**src/rtl/sfifo_byte_packer_pkg.sv**
```systemverilog
// Shared definitions for the SFIFO byte packer and the WOU frame decoder:
// packer state encodings and the default pad byte.
package sfifo_byte_packer_pkg;

    typedef enum logic [1:0] {
        PACK_LO = 2'd0,
        PACK_HI = 2'd1,
        PACK_WR = 2'd2
    } pack_state_e;

    localparam logic [7:0] PACK_PAD_BYTE = 8'h00;

endpackage

```
**src/rtl/sfifo_byte_packer.sv**
```systemverilog
// Packs the WOU byte stream little-endian into SFIFO words with backpressure.
// Optional word counter on wcnt_o enabled by defining SFIFO_PACK_WCNT_EN.
module sfifo_byte_packer
    import sfifo_byte_packer_pkg::*;
#(
    parameter int                WOU_DW   = 8,
    parameter int                SFIFO_DW = 16,
    parameter logic [WOU_DW-1:0] PAD_BYTE = PACK_PAD_BYTE
) (
    input  logic                wb_clk_i,
    input  logic                wb_rst_n_i,
    input  logic [WOU_DW-1:0]   byte_i,
    input  logic                byte_vld_i,
    input  logic                byte_sof_i,
    input  logic                byte_eof_i,
    output logic                byte_rdy_o,
    output logic                sfifo_wr_o,
    output logic [SFIFO_DW-1:0] sfifo_do_o,
    input  logic                sfifo_full_i,
    output logic                odd_o,
    output logic                misalign_o,
    input  logic                misalign_clr_i,
    output logic [15:0]         wcnt_o
);

    pack_state_e state, next_state;
    logic        accept;
    logic        load_lo;
    logic        load_hi;
    logic        discard;

    assign accept = byte_vld_i & byte_rdy_o;

    // Every accepted byte is either a new low byte or completes the held word;
    // an eof on a low byte closes the word with the pad byte.
    always_comb begin
        next_state = state;
        byte_rdy_o = 1'b1;
        sfifo_wr_o = 1'b0;
        odd_o      = 1'b0;
        load_lo    = 1'b0;
        load_hi    = 1'b0;
        discard    = 1'b0;
        case (state)
            PACK_LO: begin
                if (accept) begin
                    load_lo    = 1'b1;
                    next_state = byte_eof_i ? PACK_WR : PACK_HI;
                end
            end
            PACK_HI: begin
                odd_o = 1'b1;
                if (accept) begin
                    if (byte_sof_i) begin
                        discard    = 1'b1;
                        load_lo    = 1'b1;
                        next_state = byte_eof_i ? PACK_WR : PACK_HI;
                    end else begin
                        load_hi    = 1'b1;
                        next_state = PACK_WR;
                    end
                end
            end
            PACK_WR: begin
                sfifo_wr_o = ~sfifo_full_i;
                byte_rdy_o = ~sfifo_full_i;
                if (sfifo_wr_o) begin
                    if (accept) begin
                        load_lo    = 1'b1;
                        next_state = byte_eof_i ? PACK_WR : PACK_HI;
                    end else begin
                        next_state = PACK_LO;
                    end
                end
            end
            default: next_state = PACK_LO;
        endcase
    end

    always_ff @(posedge wb_clk_i or negedge wb_rst_n_i) begin
        if (!wb_rst_n_i) begin
            state <= PACK_LO;
        end else begin
            state <= next_state;
        end
    end

    // The data register only moves on acceptance, so it is stable through WR.
    always_ff @(posedge wb_clk_i or negedge wb_rst_n_i) begin
        if (!wb_rst_n_i) begin
            sfifo_do_o <= '0;
        end else begin
            if (load_lo) begin
                sfifo_do_o[WOU_DW-1:0] <= byte_i;
                if (byte_eof_i) begin
                    sfifo_do_o[SFIFO_DW-1:WOU_DW] <= PAD_BYTE;
                end
            end
            if (load_hi) begin
                sfifo_do_o[SFIFO_DW-1:WOU_DW] <= byte_i;
            end
        end
    end

    always_ff @(posedge wb_clk_i or negedge wb_rst_n_i) begin
        if (!wb_rst_n_i) begin
            misalign_o <= 1'b0;
        end else if (discard) begin
            misalign_o <= 1'b1;
        end else if (misalign_clr_i) begin
            misalign_o <= 1'b0;
        end
    end

`ifdef SFIFO_PACK_WCNT_EN
    always_ff @(posedge wb_clk_i or negedge wb_rst_n_i) begin
        if (!wb_rst_n_i) begin
            wcnt_o <= '0;
        end else if (sfifo_wr_o) begin
            wcnt_o <= wcnt_o + 16'd1;
        end
    end
`else
    assign wcnt_o = '0;
`endif

endmodule

```
**config.mk**
```make
export PLATFORM = sky130hd
export DESIGN_NAME = sfifo_byte_packer
export DESIGN_NICKNAME = d
export VERILOG_FILES = /design/src/rtl/sfifo_byte_packer_pkg.sv /design/src/rtl/sfifo_byte_packer.sv
export SDC_FILE = /design/constraint.sdc
export NUM_CORES = 1
export LEC_CHECK = 0
export ABC_AREA = 0
export BUFFER_PORTS_ARGS = -buffer_cell sky130_fd_sc_hd__buf_2
export CAP_MARGIN = 40
export CORE_ASPECT_RATIO = 1.1
export CORE_UTILIZATION = 46
export CTS_CLUSTER_SIZE = 24
export DETAILED_ROUTE_END_ITERATION = 12
export PLACE_DENSITY = 0.92
export SLEW_MARGIN = 20
export SYNTH_ARGS = -nofsm -noshare
export SYNTH_HDL_FRONTEND = slang
export SYNTH_SLANG_ARGS = --single-unit
```
**constraint.sdc**
```tcl
create_clock -name wb_clk_i -period 2.1 [get_ports wb_clk_i]
set_input_delay 0.105 -clock wb_clk_i [delete_from_list [all_inputs] [get_ports wb_clk_i]]
set_output_delay 0.105 -clock wb_clk_i [all_outputs]
set_load 0.03 [all_outputs]
```
==> results.cfg <==
[status]
status = complete, no violations

[cells_and_area]
fillerInstances = 144
area_growth_pct = 20.6
final_cells = 153
layout.nets = 142
multi_input_area_um2 = 362
num_antenna_cells = 0
drive_above_1_share_pct = 38.1
fin_area_um2 = 1110
seqCellArea_um2 = 475

[route]
via_per_inst = 4.63
wl_per_cell_um = 12.1
wl_um = 1850
vias = 709
drc = 0
drt_iter0_drc = 3
dr.pass1.iters = 4
detail-route-antenna-nets = 0

[placed_design]
numPortBuffers = 34
place_inst = 146
gp_congestion = 0.715
post-dp-hpwl_um = 1400
placed_area_um2 = 1060

[floorplan]
start_util_pct = 50.6
rows = 16
design.portCount = 51
dieArea_um2 = 2190
die-height_um = 49.0
die_w_um = 44.7
coreArea_um2 = 1820

[synthesis]
synthDominantCellAreaShare_pct = 51.6
synthTopCellsByArea = dfrtp_1, buf_4, mux2_2
avgSynthCellArea_um2 = 10.5
ys_seq_area_share_pct = 51.6
synth-seq-cells = 19
ys_warn_count = 0
yosysTopAreaCell = dfrtp_1
syn_area_um2 = 922
syn_inst = 88
netlist-cell-type-count = 20

[critical_path]
max_stage_delay_ns = 0.51
slowest_stage = nand4bb_1
endpoint_kind = register
critPathRequiredTime_ns = 2.27
critPathArrivalTime_ns = 1.59
path_max_fanout = 9
worstPathCellList = nand4bb_1, nand2_1, o21ai_0
startpoint_type = register
crit_type = register to register

[power]
p_per_area_nw_per_um2 = 883
totalPowerFinal_uw = 982
ir_drop_mv = 0.637
p_leak_uw = 0.000575

[clocking]
cts_resized = 0
clock-root-buffer = clkbuf_4
cts_tree = built
worst_skew_pair.late_latency_ns = 0.29
htreeDepth = 1
clk_pin_slew_ns = 0.10
clockBufferDepth = 2
holdBufCountCts = 3
cts_setup_buffers = 0
clock-sinks = 19
cts_buffers = 3

[timing]
period_share_pct = 67.7
hold_violations = 0
whs_ns = 0.0243
clock.fmax_mhz = 703
post-route-min-period_ns = 1.42
fin_skew_ns = 0.00423
final_max_slew_viol_count = 0
tns_ns = 0
setup_viol = 0
rsz0062_at_grt = false

[run]
drv_cap = 0

[grt]
grt_usage_pct = 19.2
grt_pass1_vias = 696
grt-ovfl-total = 0
grt_pass1_wl_um = 3080
antenna_found_initial = 0
grt_max_degree = 20

[hold_path]
min_path_type = primary input to register
[cell families after synthesis]
family                 synth area share [%]
flip-flops                             51.6
other                                 0.407
AO/OA/AOI/OAI                          8.96
buffers and inverters                  15.3
AND/OR/NAND/NOR                        14.0
multiplexers                           9.77
[cells in the final DEF, fill, tap and decap left out, drive strengths merged, types with 2 or more instances in the layout]
cell type / instances
buf: 35
dfrtp: 19
nand2: 17
conb: 16
o21ai: 10
mux2: 8
clkbuf: 4
dlygate4sd3: 3
inv: 2
o22ai: 2
nand3: 2
[stage by stage]
stage                     utilization [%]  worst slack, ns
after floorplan                         -            0.818
after global placement               58.0            0.807
after detailed placement             58.0            0.717
after CTS                            61.1            0.699
after global routing                 61.1            0.617
final                                61.1            0.677
[metal layers]
layer	vias up	global-route usage, %	wire length (um)
met5	-	0	0
met4	0	9.09	46
met3	4	1.85	93
met2	31	33.3	973
met1	337	23.1	741
li1	337	-	-
[worst max-delay path: cells and delay by family (launching register included)]
family           cells  cell delay (ns)
flip-flops           1             0.46
AND/OR/NAND/NOR      2             0.73
AO/OA/AOI/OAI        1             0.10
[layout make-up]
class / instances / area share (%)
tap: 27 / 3.04
sequential: 19 / 42.7
clock buffer: 4 / 2.36
multi-input combinational: 63 / 32.5
timing repair buffer: 38 / 18.7
inverter: 2 / 0.675
[worst paths after layout]
check / from / end / slack [ns] / cells past startpoint
worst min-delay path: byte_i[6] / sfifo_do_o[14]$_DFFE_PN0P_ / 0.02 / 3
worst max register to register: state[1]$_DFFE_PN0P_ / sfifo_do_o[10]$_DFFE_PN0P_ / 0.68 / 3
max in group asynchronous: wb_rst_n_i / sfifo_do_o[5]$_DFFE_PN0P_ / 1.56 / 2
min in group asynchronous: wb_rst_n_i / sfifo_do_o[14]$_DFFE_PN0P_ / 0.26 / 2
worst max-delay path: state[1]$_DFFE_PN0P_ / sfifo_do_o[10]$_DFFE_PN0P_ / 0.68 / 3
worst min register to register: sfifo_do_o[6]$_DFFE_PN0P_ / sfifo_do_o[6]$_DFFE_PN0P_ / 0.52 / 1
[sequential cells by signal (all words and copies together) (netlist names)]
name        flops
misalign_o      1
state           2
sfifo_do_o     16
[synthesized netlist by cell type]
library cell   n
a21oi_2        1
and3_1         1
buf_2          2
buf_4         16
clkbuf_1       1
conb_1         1
dfrtp_1       19
inv_1          2
mux2_2         8
nand2_1       17
nand2b_1       1
nand3_1        2
nand3b_1       1
nand4bb_1      1
nor2b_1        1
nor3b_1        1
nor4bb_1       1
o21ai_0        9
o21ai_4        1
o22ai_1        2
[power breakdown]
| group | total (uW) | switching, uW | internal (uW) |
|---|---|---|---|
| logic | 344 | 239 | 105 |
| clock network | 179 | 105 | 73.9 |
| registers | 458 | 36.1 | 422 |
(Power assumes the default switching activity.)
